--- src/rtl/vend_accum.sv ---
// vend_accum: sequential front end of the vending datapath.
// Accumulates coins and the current selection, feeds the downstream
// change/dispense stage, and latches its results with a one-cycle vend pulse.
// Optional feature: define VEND_TIMEOUT_EN to auto-cancel after TMO_CYC idle
// cycles in INSERT.
module vend_accum #(
  parameter int DW      = 8,
  parameter int TMO_CYC = 1000
) (
  input  logic          clk,
  input  logic          rst_n,
  input  logic          coin_valid,
  input  logic [DW-1:0] coin_val,
  input  logic          sel_valid,
  input  logic [DW-1:0] unit_price,
  input  logic [DW-1:0] sel_count,
  input  logic          buy,
  input  logic          cancel,
  input  logic [DW-1:0] dd_out_count,
  input  logic [DW-1:0] dd_change,
  output logic [DW-1:0] total_insert,
  output logic [DW-1:0] total_price,
  output logic [DW-1:0] input_count,
  output logic          vend,
  output logic [DW-1:0] dispense_cnt,
  output logic [DW-1:0] change_out,
  output logic          busy
);

  // Downstream treats the difference MSB as a sign, so values stay below it.
  localparam logic [DW-1:0]   MAXV   = {1'b0, {(DW-1){1'b1}}};
  localparam logic [DW:0]     MAXV_S = {1'b0, MAXV};
  localparam logic [2*DW-1:0] MAXV_P = {{DW{1'b0}}, MAXV};

  typedef enum logic [1:0] {IDLE, INSERT, SETTLE, VEND} state_t;

  state_t          state;
  logic            has_sel;
  logic [DW:0]     coin_sum;
  logic [DW-1:0]   sat_insert;
  logic [2*DW-1:0] price_prod;
  logic [DW-1:0]   sat_price;
  logic            tmo_hit;
  logic            cancel_eff;
  logic            buy_ok;

  // Saturating coin sum and clamped price product.
  always_comb begin
    coin_sum   = {1'b0, total_insert} + {1'b0, coin_val};
    sat_insert = (coin_sum > MAXV_S) ? MAXV : coin_sum[DW-1:0];
    price_prod = {{DW{1'b0}}, unit_price} * {{DW{1'b0}}, sel_count};
    sat_price  = (price_prod > MAXV_P) ? MAXV : price_prod[DW-1:0];
  end

`ifdef VEND_TIMEOUT_EN
  localparam int TW = $clog2(TMO_CYC) + 1;
  logic [TW-1:0] tmo_cnt;
  logic          ins_quiet;

  assign ins_quiet = (state == INSERT) && !(coin_valid || sel_valid || buy || cancel);
  assign tmo_hit   = ins_quiet && (tmo_cnt == TW'(TMO_CYC - 1));

  // Idle-cycle counter; any activity or leaving INSERT returns it to zero.
  always_ff @(posedge clk or negedge rst_n) begin
    if (!rst_n) begin
      tmo_cnt <= '0;
    end else if (ins_quiet && !tmo_hit) begin
      tmo_cnt <= tmo_cnt + 1'b1;
    end else begin
      tmo_cnt <= '0;
    end
  end
`else
  assign tmo_hit = 1'b0;
`endif

  assign cancel_eff = cancel || tmo_hit;
  // A selection arriving with buy counts as existing.
  assign buy_ok     = buy && (has_sel || sel_valid);

  // Main FSM with registered outputs.
  always_ff @(posedge clk or negedge rst_n) begin
    if (!rst_n) begin
      state        <= IDLE;
      has_sel      <= 1'b0;
      total_insert <= '0;
      total_price  <= '0;
      input_count  <= '0;
      vend         <= 1'b0;
      dispense_cnt <= '0;
      change_out   <= '0;
      busy         <= 1'b0;
    end else begin
      vend <= 1'b0;
      case (state)
        IDLE: begin
          if (coin_valid) total_insert <= sat_insert;
          if (sel_valid) begin
            total_price <= sat_price;
            input_count <= sel_count;
            has_sel     <= 1'b1;
          end
          if (coin_valid || sel_valid) state <= INSERT;
        end
        INSERT: begin
          if (coin_valid) total_insert <= sat_insert;
          if (sel_valid) begin
            total_price <= sat_price;
            input_count <= sel_count;
            has_sel     <= 1'b1;
          end
          // Cancel overrides any selection written above so diffdev refunds all.
          if (cancel_eff) begin
            total_price <= MAXV;
            input_count <= '0;
            busy        <= 1'b1;
            state       <= SETTLE;
          end else if (buy_ok) begin
            busy  <= 1'b1;
            state <= SETTLE;
          end
        end
        SETTLE: begin
          dispense_cnt <= dd_out_count;
          change_out   <= dd_change;
          vend         <= 1'b1;
          total_insert <= '0;
          total_price  <= '0;
          input_count  <= '0;
          has_sel      <= 1'b0;
          state        <= VEND;
        end
        VEND: begin
          busy  <= 1'b0;
          state <= IDLE;
        end
        default: begin
          busy  <= 1'b0;
          state <= IDLE;
        end
      endcase
    end
  end

endmodule
--- config.mk ---
export PLATFORM = sky130hd
export DESIGN_NAME = vend_accum
export DESIGN_NICKNAME = d
export VERILOG_FILES = /design/src/rtl/vend_accum.sv
export SDC_FILE = /design/constraint.sdc
export NUM_CORES = 1
export LEC_CHECK = 0
export BUFFER_PORTS_ARGS = -buffer_cell sky130_fd_sc_hd__buf_2
export CAP_MARGIN = 15
export CORE_AREA = 2 2 108 110
export CTS_CLUSTER_DIAMETER = 30
export DETAILED_ROUTE_END_ITERATION = 8
export DIE_AREA = 0 0 110 112
export PLACE_DENSITY = 0.74
export SETUP_SLACK_MARGIN = 0.02
export SLEW_MARGIN = 10
export SYNTH_ARGS = -nofsm -noshare
export SYNTH_HDL_FRONTEND = slang
export SYNTH_SLANG_ARGS = --single-unit
--- constraint.sdc ---
create_clock -name clk -period 2.2 [get_ports clk]
set_input_delay 0.22 -clock clk [delete_from_list [all_inputs] [get_ports clk]]
set_output_delay 0.22 -clock clk [all_outputs]
set_load 0.005 [all_outputs]
==> metrics, run 1 <==
status=finished with violations; failing checks=negative setup slack; GPL Wtd Cong=about 0.83; Reg power frac=between 20% and 30%; Root Buffer=clkbuf_16; Layout Utilization=about half; CP required=between 2 and 2.5 ns; Yosys cell types=48; total number of vias=3,769; Clock Sinks=45; number of synthesized flops with an enable pin=0; commonest non-fill, non-tap cell in the layout=buf_2; Post-Synth Adder-Cell Area=between 30% and 40%; starting density of the core=roughly two fifths; Max-cap violations=0; largest area contributor in the netlist=dfrtp_1; global route overflow=0; Clock Latency Late Sink=between 0.2 and 0.3 ns; Final Cycle Share=196%; pwr dens=around 1200 nW/µm²; Total Power=6.74 mW; register area share after synthesis=roughly 26%; die area=between 10,000 and 15,000 µm²; net switching power=roughly 2.8 mW; fin crit period=~4.3 ns; row count=39; CORE AREA=between 10,000 and 15,000 µm²; first-pass GRT wire length=between 15 and 20 mm; Clk network pwr share=11.2%; Peak VDD IR=~740 µV; Die Ht=approximately 110 µm; WHS Path Cells=2; R2R depth=8; wire length per cell=roughly 14 µm; initial antenna violation count=0; Detailed Routing Iterations Pass 1=4; most frequent cells in the layout=75 x buf_2, 65 x buf_4, 50 x inv_1; Synth Area in Compound Gates=between 10% and 20%; Int Pwr=slightly below 4 mW; RSZ-0062 raised after global routing=true; xor/xnor share of the synthesized area=2.43%; CTS Buffer Depth=2; switching fraction of total power=41.9%; Post-synth top flop=dfrtp_1; DP HPWL=8.72 mm; placed cell area=roughly 5400 µm²; io pins=88; endpoints failing setup=7; Post-synth ARST share=100%; cts bufs inserted=5; I/O Buffers=87; Post-Synthesis Cells=453; dpl ws=-2.61 ns; initial detailed-routing violation count=~150; main combinational cell family by area after synthesis=adder cells; final instance area=between 5000 and 6000 µm²; final hold violation count=0; largest net degree at the start of global routing=26; antenna-violating nets left=0; post-synthesis simple-gate area fraction=between 10% and 20%; synthesis-to-layout area growth=33.2%; Crit Path Max Fanout=7; Post-Syn Nets=roughly 590; Yosys top cell area share=26.0%; Leak=2.98 nW; Max-slew headroom=67.3%; CP Launch Type=primary input; CTS tree=built; combinational power share=roughly 67%; Avg Inst Size Synth=roughly 9.6 µm²; Ys Warns=0; Via density=5.03; Setup Crit Path Kind=primary input to register; Max Clock Skew=~0.0041 ns; layout cells sized above 1=34.3%; Net count, final=737; mapped cell area=4330 µm²; Max Fclk=between 200 and 250 MHz; Slew @ Worst Pin=between 0.4 and 0.5 ns; Final WS setup=-2.11 ns; Worst-path clk slew=roughly 0.060 ns; crit path capture type=register; Post-CTS Setup Repair Bufs=0; reg2reg setup slack=roughly 0.060 ns; CP Data Arrival Time=between 4 and 5 ns; FF+latch count, synth=45; Hold/Removal Path Class=primary input to register; Routed WL=between 10 and 15 mm; All-Layer GR Usage=approximately 18%; vias in the first global route=about 3,900; Slew Viols, Final=0; CTS H-tree lvls=2; die width=110 µm; Area contributors post-synth=dfrtp_1 26%, fa_1 17%, ha_1 14%, and2_1 6.9%, inv_1 4.7%; post-route DRC violation count=0; post-synthesis mux area share=just over 5%
final timing paths:
check,from,to
setup / recovery,sel_count[7],total_price[0]$_DFFE_PN0P_
hold / removal,dd_change[1],change_out[1]$_DFFE_PN0P_
setup reg to reg,total_insert[1]$_DFFE_PN0P_,total_insert[3]$_DFFE_PN0P_
hold reg to reg,has_sel$_DFFE_PN0P_,has_sel$_DFFE_PN0P_
max in group asynchronous,rst_n,change_out[1]$_DFFE_PN0P_
min in group asynchronous,rst_n,change_out[5]$_DFFE_PN0P_
power groups by stage:
stage | clock network (mW) | logic [mW] | registers (mW)
final | 0.753 | 4.49 | 1.50
after global routing | 0.810 | 5.02 | 1.55
after floorplan | 0 | 2.67 | 1.50
after detailed placement | 0 | 4.23 | 1.50
after global placement | 0 | 4.11 | 1.48
after CTS | 0.769 | 4.44 | 1.50
stage by stage:
step	hold WS, ns	setup TNS, ns	cells
global route	0.166	-15.70	749
global placement	0.201	-17.95	740
detailed placement	0.214	-18.17	740
floorplan	-0.0756	-15.66	453
finish	0.166	-14.62	750
CTS	0.162	-14.71	749
cells by family (layout without fill, tap and decap cells):
group                    after synthesis  count (layout)
adder cells (fa/ha/maj)               86              86
buffers and inverters                 62             215
flip-flops                            45              45
AO/OA/AOI/OAI                         92              92
AND/OR/NAND/NOR                      136             136
multiplexers                          20              20
XOR/XNOR                              12              12
other                                  0               1
area by class of cell:
type,instances,area [µm²]
fillers,1010,5400
repair buffers,153,1020
clock inverters,2,13.8
inverters,54,203
well taps,143,179
diodes,1,2.50
flip-flops and latches,45,1130
clock buffers,6,139
multi-input cells,346,3090
synthesized netlist by cell type, drive strengths merged (3+ instances only):
cell type / count
and2: 48
xnor2: 4
o21ai: 18
inv: 54
nand2b: 5
nor2: 14
a32oi: 5
mux2i: 4
xor2: 8
ha: 49
fa: 37
buf: 3
clkbuf: 5
mux2: 16
and3: 3
nand2: 51
dfrtp: 45
a211oi: 4
a21oi: 38
a21o: 4
nor2b: 3
a21boi: 3
critical path, cell delays in order:
cell and delay [ns]:
buf_8 0.09, nand2_4 0.04, fa_1 0.49, fa_1 0.53
inv_2 0.04, fa_1 0.55, inv_2 0.04, fa_1 0.54
inv_2 0.05, ha_4 0.23, a21o_1 0.18, a221oi_2 0.28
o21ai_1 0.12, xor2_1 0.17, or4_4 0.49, nor4_4 0.15
buf_6 0.16, a21oi_1 0.08
routing by layer:
| layer | up-vias | routed length, µm | global-route usage, % |
|---|---|---|---|
| met5 | - | 0 | 0 |
| met3 | 17 | 499 | 2.34 |
| met1 | 1820 | 4740 | 24.3 |
| li1 | 1827 | - | - |
| met4 | 0 | 172 | 3.88 |
| met2 | 105 | 5300 | 31.8 |
sequential cells by signal, summed over array words and instances, names as in the netlist:
register      flops
busy              1
dispense_cnt      8
input_count       8
total_insert      8
change_out        8
has_sel           1
state             2
vend              1
total_price       8
repair_timing:
| item | 4_1_cts | 5_1_grt |
|---|---|---|
| gates resized for setup | 43 | 9 |
| pin swaps | 13 | 2 |
| endpoints found under the hold margin | 20 | 0 |
| endpoints found under the setup margin | 7 | 14 |
| hold buffers | 1 | 0 |
Power figures use the tool's default switching activity.
==> inputs of run 2 (changes only) <==
==> config.mk (replaced) <==
export PLATFORM = sky130hd
export DESIGN_NAME = vend_accum
export DESIGN_NICKNAME = d
export VERILOG_FILES = /design/src/rtl/vend_accum.sv
export SDC_FILE = /design/constraint.sdc
export NUM_CORES = 1
export LEC_CHECK = 0
export ABC_AREA = 1
export CAP_MARGIN = 15
export CORE_AREA = 2 2 112 114
export CTS_CLUSTER_DIAMETER = 30
export DETAILED_ROUTE_END_ITERATION = 8
export DIE_AREA = 0 0 114 116
export DONT_BUFFER_PORTS = 1
export PLACE_DENSITY = 0.67
export SETUP_SLACK_MARGIN = 0.02
export SLEW_MARGIN = 10
export SYNTH_ARGS = -nofsm -noshare
export SYNTH_HDL_FRONTEND = slang
export SYNTH_SLANG_ARGS = --single-unit
==> metrics, run 2 <==
status=finished with violations; failing checks=negative setup slack; top cells by instance count after synthesis=238 x nand2_1, 137 x inv_1, 49 x ha_1, 45 x dfrtp_1, 37 x fa_1; R2R Path End=total_insert[0]$_DFFE_PN0P_; Int Pwr=3.47 mW (-11%); Max-slew headroom=66.5% (-0.83 points); Avg Inst Size Synth=7.07 µm² (-26%); CP Data Arrival Time=3.79 ns (-0.68 ns); Final WS setup=-1.41 ns (+0.695 ns); CP required=2.38 ns (+0.02 ns); Post-synth ARST share=100% (unchanged); CTS tree=built; Max Clock Skew=0.00454 ns (+0.000394 ns); R2R depth=8 (unchanged); Slew Viols, Final=0 (unchanged); Peak VDD IR=951 µV (+29%); setup TNS=-9.68 ns (+4.94 ns); crit path capture type=register; area of the multi-input gates=3210 µm² (+3.9%); Die Ht=116 µm (+3.6%); switching fraction of total power=48.5% (+6.5 points); final hold violation count=0 (unchanged); Max Fclk=277 MHz (+19%); Clock Sinks=45 (unchanged); worst setup path startpoint=unit_price[4]; Final Cycle Share=164% (-32 points); I/O Buffers=0 (-100%); final-layout fill cell count=1,199 (+19%); worst r2r src=total_insert[0]$_DFFE_PN0P_; mapped cell area=4710 µm² (+8.7%); initial antenna violation count=0 (unchanged); register area share after synthesis=23.9% (-2.1 points); antenna-violating nets left=0 (unchanged); starting density of the core=39.5% (+0.75 points); total number of vias=4,032 (+7.0%); wire length per cell=13.2 µm (-7.8%); FF+latch count, synth=45 (unchanged); Reg power frac=24.3% (+2.0 points); Max-cap violations=0 (unchanged); largest net degree at the start of global routing=46 (+77%); Leak=3.16 nW (+6.0%); Worst-path clk slew=0.07 ns (about the same); Net count, final=804 (+9.1%); Yosys top cell area share=23.9% (-2.1 points); io pins=88 (unchanged); placed cell area=5040 µm² (-7.0%); Routed WL=10.8 mm (+0.77%); Post-Syn Nets=798 (+36%); Area contributors post-synth=dfrtp_1 24%, nand2_1 19%, fa_1 16%, ha_1 13%, inv_1 11%; row count=40 (+2.6%); post-route DRC violation count=0 (unchanged); Ys Warns=0 (unchanged); fin crit period=3.61 ns (-0.695 ns); CTS Buffer Depth=2 (unchanged); Post-synth top flop=dfrtp_1; layout cells sized above 1=13.4% (-21 points); Hold/Removal Path Class=primary input to register; final instance area=5370 µm² (-7.0%); first-pass GRT wire length=18.9 mm (+3.3%); global route overflow=0 (unchanged); most frequent cells in the layout=213 x nand2_1, 126 x inv_1, 45 x dfrtp_1; CORE AREA=11,900 µm² (+6.6%); Post-Synthesis Cells=666 (+47%); Detailed Routing Iterations Pass 1=4 (unchanged); WHS Path Cells=2 (unchanged); Storage cell area=1130 µm² (unchanged); hold endpoint=dispense_cnt[3]$_DFFE_PN0P_; Yosys cell types=27 (-44%); initial detailed-routing violation count=160 (+3.9%); Clock Latency Late Sink=0.29 ns (about the same); pwr dens=1260 nW/µm² (+7.4%); synthesis-to-layout area growth=14.1%; Root Buffer=clkbuf_16; Clk network pwr share=11.0% (-0.2 points); final cell count without fillers=820 (+9.3%); largest area contributor in the netlist=dfrtp_1; Slew @ Worst Pin=0.503 ns (+0.0135 ns); CP Launch Type=primary input; # diodes=0 (-1); net switching power=3.27 mW (+15%); vias in the first global route=4,183 (+6.3%); endpoints failing setup=7 (unchanged); Crit Path Max Fanout=8 (+1); reg2reg setup slack=0.16 ns (+0.10 ns); die width=114 µm (+3.6%); number of synthesized flops with an enable pin=0 (unchanged); CTS H-tree lvls=2 (unchanged); count leader, synth=nand2_1; Via density=4.92 (-2.2%); combinational power share=64.6% (-2.0 points); beginning of the worst hold path=dd_out_count[3]; All-Layer GR Usage=17.5% (-0.91 points); RSZ-0062 raised after global routing=true; GPL Wtd Cong=0.855 (+3.0%); Post-Place Cells=808 (+9.2%); Final Hold Slack=0.0453 ns (-0.121 ns); Setup Crit Path Kind=primary input to register; DP HPWL=8.74 mm (+0.20%); cts bufs inserted=5 (unchanged); die area=13,200 µm² (+7.3%); commonest non-fill, non-tap cell in the layout=nand2_1
==> run 2: cell count changes in the layout (fill, tap and decap cells not counted), sizes merged, moves of 5 or more <==
| cell | previous run | this run |
|---|---|---|
| nor2 | 14 | 40 |
| o21ai | 18 | 12 |
| a32oi | 5 | 0 |
| inv | 54 | 141 |
| nand3 | 1 | 20 |
| and2 | 48 | 0 |
| nor3 | 2 | 10 |
| nand2b | 5 | 0 |
| a21oi | 38 | 23 |
| nand2 | 51 | 239 |
| buf | 152 | 20 |
| mux2 | 16 | 0 |
| nand4 | 2 | 10 |
==> run 2: metal layers <==
metal / wire (µm) / global-route usage (%)
met3: 889 / 5.18
met5: 0 / 0
met4: 102 / 3.98
met2: 5430 / 31.5
met1: 4370 / 20.5
==> run 2: worst max-delay path, stage by stage <==
cell     delay [ns]
nand2_8        0.05
inv_4          0.03
fa_1           0.55
fa_1           0.44
fa_1           0.49
inv_1          0.05
fa_1           0.49
inv_2          0.04
ha_4           0.24
nand2_4        0.07
nand2_4        0.06
a21oi_4        0.17
nand2_2        0.07
nand2_2        0.06
nand2_2        0.06
nor2_2         0.11
nand2_2        0.07
nor2_4         0.17
nand4_1        0.12
nand2_1        0.08
nand2_1        0.05
nand2_1        0.06
nand2_1        0.05
==> run 2: area by class of cell <==
class	count	area share, %
flip-flops and latches	45	21.0
multi-input cells	459	59.8
clock buffers	5	2.33
well taps	147	3.43
inverters	140	9.83
clock inverters	3	0.396
repair buffers	21	3.22
==> run 2: what timing repair did <==
action,in CTS,in global routing
hold buffers,2,0
hold endpoints to repair,45,0
setup endpoints to repair,7,12
resized for setup,15,31
pin swaps,13,18
cloned,0,0
buffers inserted,1,1
==> run 2: how the worst max path moves through the flow <==
stage / end
final: total_price[1]$_DFFE_PN0P_
after global placement: total_price[0]$_DFFE_PN0P_
after global routing: total_price[1]$_DFFE_PN0P_
after detailed placement: total_price[5]$_DFFE_PN0P_
after floorplan: total_price[0]$_DFFE_PN0P_
after CTS: total_price[5]$_DFFE_PN0P_
==> run 2: cell families (layout without fill, tap and decap cells) <==
kind of cell               Yosys count  after routing  share of synthesized area [%]
AOI/OAI and AO/OA                   40             40                           4.55
xor gates and xnor gates             9              9                           1.67
adders and majority gates           86             86                           28.8
buffers and inverters              162            169                           13.1
DFF                                 45             45                           23.9
and+or+nand+nor                    324            324                           28.0
==> run 2: power by group through the flow <==
stage / logic (mW) / registers, mW / clock network [mW]
global route: 4.99 / 1.70 / 0.798
finish: 4.36 / 1.64 / 0.744
floorplan: 3.14 / 1.51 / 0
global placement: 3.87 / 1.65 / 0
detailed placement: 3.99 / 1.64 / 0
CTS: 4.15 / 1.65 / 0.759
==> run 2: per-stage QoR <==
stage / util, % / total power, mW / setup WS, ns
floorplan: - / 4.65 / -1.64
global placement: 42.3 / 5.52 / -1.70
detailed placement: 42.3 / 5.64 / -1.74
CTS: 44.2 / 6.56 / -1.37
global route: 45.1 / 7.49 / -1.64
finish: 45.1 / 6.74 / -1.41
==> inputs of run 3 (changes only) <==
--- a/config.mk
+++ b/config.mk
@@ -5,13 +5,14 @@
 export SDC_FILE = /design/constraint.sdc
 export NUM_CORES = 1
 export LEC_CHECK = 0
-export ABC_AREA = 1
+export ABC_CLOCK_PERIOD_IN_PS = 2200
 export CAP_MARGIN = 15
-export CORE_AREA = 2 2 112 114
+export CORE_AREA = 2 2 108 110
 export CTS_CLUSTER_DIAMETER = 30
 export DETAILED_ROUTE_END_ITERATION = 8
-export DIE_AREA = 0 0 114 116
+export DIE_AREA = 0 0 110 112
 export DONT_BUFFER_PORTS = 1
+export MAX_ROUTING_LAYER = met4
 export PLACE_DENSITY = 0.67
 export SETUP_SLACK_MARGIN = 0.02
 export SLEW_MARGIN = 10
==> metrics, run 3 (synthesized netlist as in run 1, its figures left out) <==
CP Data Arrival Time=4.41 ns (+0.62 ns); DP HPWL=8.17 mm (-6.5%); cts bufs inserted=5 (unchanged); setup TNS=-14.21 ns (-4.53 ns); Int Pwr=3.67 mW (+5.7%); endpoints failing setup=7 (unchanged); Layout Utilization=45.8% (+0.70 points); Final WS setup=-2.04 ns (-0.627 ns); io pins=88 (unchanged); vias in the first global route=3,572 (-15%); Via density=5.18 (+5.4%); final cell count without fillers=642 (-22%); starting density of the core=38.8% (-0.75 points); Post-Place Cells=630 (-22%); Setup Crit Path Kind=primary input to register; Max Clock Skew=0.00575 ns (+0.00121 ns); CP required=2.37 ns (about the same); Clock Latency Late Sink=0.28 ns (about the same); Die Ht=112 µm (-3.4%); Detailed Routing Iterations Pass 1=4 (unchanged); # diodes=0 (unchanged); I/O Buffers=0 (unchanged); Peak VDD IR=732 µV (-23%); Net count, final=630 (-22%); antenna-violating nets left=0 (unchanged); reg2reg setup slack=0.12 ns (-0.04 ns); failing checks=negative setup slack; most frequent cells in the layout=52 x inv_1, 47 x and2_1, 47 x nand2_1; status=finished with violations; combinational power share=63.3% (-1.3 points); GPL Wtd Cong=0.880 (+2.9%); Crit Path Max Fanout=9 (+1); Clk network pwr share=11.4% (+0.4 points); Leak=2.49 nW (-21%); Total Power=6.35 mW (-5.7%); net switching power=2.68 mW (-18%); post-route DRC violation count=0 (unchanged); switching fraction of total power=42.2% (-6.2 points); first-pass GRT wire length=16.6 mm (-12%); R2R depth=9 (+1); CTS H-tree lvls=2 (unchanged); row count=39 (-2.5%); crit path capture type=register; CP Launch Type=primary input; die area=12,300 µm² (-6.8%); synthesis-to-layout area growth=18.1%; Max Fclk=236 MHz (-15%); Max-cap violations=0 (unchanged); wire length per cell=15.6 µm (+19%); Slew Viols, Final=0 (unchanged); Clock Sinks=45 (unchanged); Final Cycle Share=193% (+28 points); fin crit period=4.24 ns (+0.627 ns); Reg power frac=25.3% (+1.0 points); pwr dens=1240 nW/µm² (-1.0%); layout cells sized above 1=19.4% (+6.1 points); CTS Buffer Depth=2 (unchanged); initial antenna violation count=0 (unchanged); die width=110 µm (-3.5%); RSZ-0062 raised after global routing=true; CORE AREA=11,200 µm² (-6.2%); Root Buffer=clkbuf_16; initial detailed-routing violation count=163 (+1.9%); largest net degree at the start of global routing=46 (unchanged); Slew @ Worst Pin=0.392 ns (-0.111 ns); Worst-path clk slew=0.06 ns (about the same); All-Layer GR Usage=17.3% (-0.16 points); Hold/Removal Path Class=primary input to register; CTS tree=built; commonest non-fill, non-tap cell in the layout=inv_1; Max-slew headroom=73.8% (+7.3 points); hold endpoint=input_count[2]$_DFFE_PN0P_; total number of vias=3,326 (-18%); global route overflow=0 (unchanged); beginning of the worst hold path=sel_count[2]; worst r2r src=total_insert[1]$_DFFE_PN0P_; final hold violation count=0 (unchanged); R2R Path End=total_insert[1]$_DFFE_PN0P_; Routed WL=10.0 mm (-7.0%); WHS Path Cells=2 (unchanged)
run 3: how the worst max path moves through the flow:
stage / cells past startpoint / start / to / slack, ns
floorplan: 16 / sel_count[5] / total_price[0]$_DFFE_PN0P_ / -2.24
global placement: 17 / sel_count[5] / total_price[0]$_DFFE_PN0P_ / -2.38
detailed placement: 17 / sel_count[5] / total_price[5]$_DFFE_PN0P_ / -2.41
CTS: 17 / sel_count[5] / total_price[5]$_DFFE_PN0P_ / -2.07
global route: 17 / sel_count[4] / total_price[2]$_DFFE_PN0P_ / -2.17
finish: 17 / sel_count[4] / total_price[5]$_DFFE_PN0P_ / -2.04
run 3: per-layer routing:
| metal | wire (µm) | GRT usage [%] |
|---|---|---|
| met5 | 0 | - |
| met4 | 140 | 4.14 |
| met1 | 4390 | 22.6 |
| met2 | 4880 | 27.9 |
| met3 | 624 | 2.81 |
run 3: per-stage QoR:
stage	hold slack, ns	instance area, µm²	setup WS [ns]
after floorplan	-0.0756	4350	-2.24
after global placement	-0.0742	4810	-2.38
after detailed placement	-0.0743	4810	-2.41
after CTS	0.0698	5030	-2.07
after global routing	0.0750	5110	-2.17
final	0.0749	5110	-2.04
run 3: repair_timing:
item / CTS / global route
gates resized for setup: 10 / 17
hold endpoints to repair: 45 / 0
hold buffers: 2 / 0
pin swaps: 1 / 12
setup buffers: 1 / 1
endpoints found under the setup margin: 7 / 14
run 3: final cells by class:
class	instances	area, µm²
flip-flops and latches	45	1130
well taps	143	179
fillers	1070	6060
multi-input cells	346	3090
clock buffers	5	125
inverters	54	203
clock inverters	3	21.3
repair buffers	46	372
run 3: power by group through the flow:
stage | sequential (mW) | clock [mW] | combinational, mW
final | 1.61 | 0.727 | 4.02
after global routing | 1.65 | 0.792 | 4.52
after CTS | 1.61 | 0.751 | 3.90
after detailed placement | 1.60 | 0 | 3.80
after global placement | 1.61 | 0 | 3.69
after floorplan | 1.50 | 0 | 2.67
run 3: critical path: stages:
cell	delay (ns)
nand2_8	0.03
fa_1	0.50
fa_1	0.54
inv_1	0.05
fa_1	0.50
inv_2	0.05
fa_1	0.54
inv_2	0.05
ha_4	0.23
a21o_1	0.18
a221oi_2	0.33
o21ai_1	0.14
xor2_1	0.17
or4_4	0.49
nor4_4	0.15
buf_6	0.16
a21oi_1	0.07
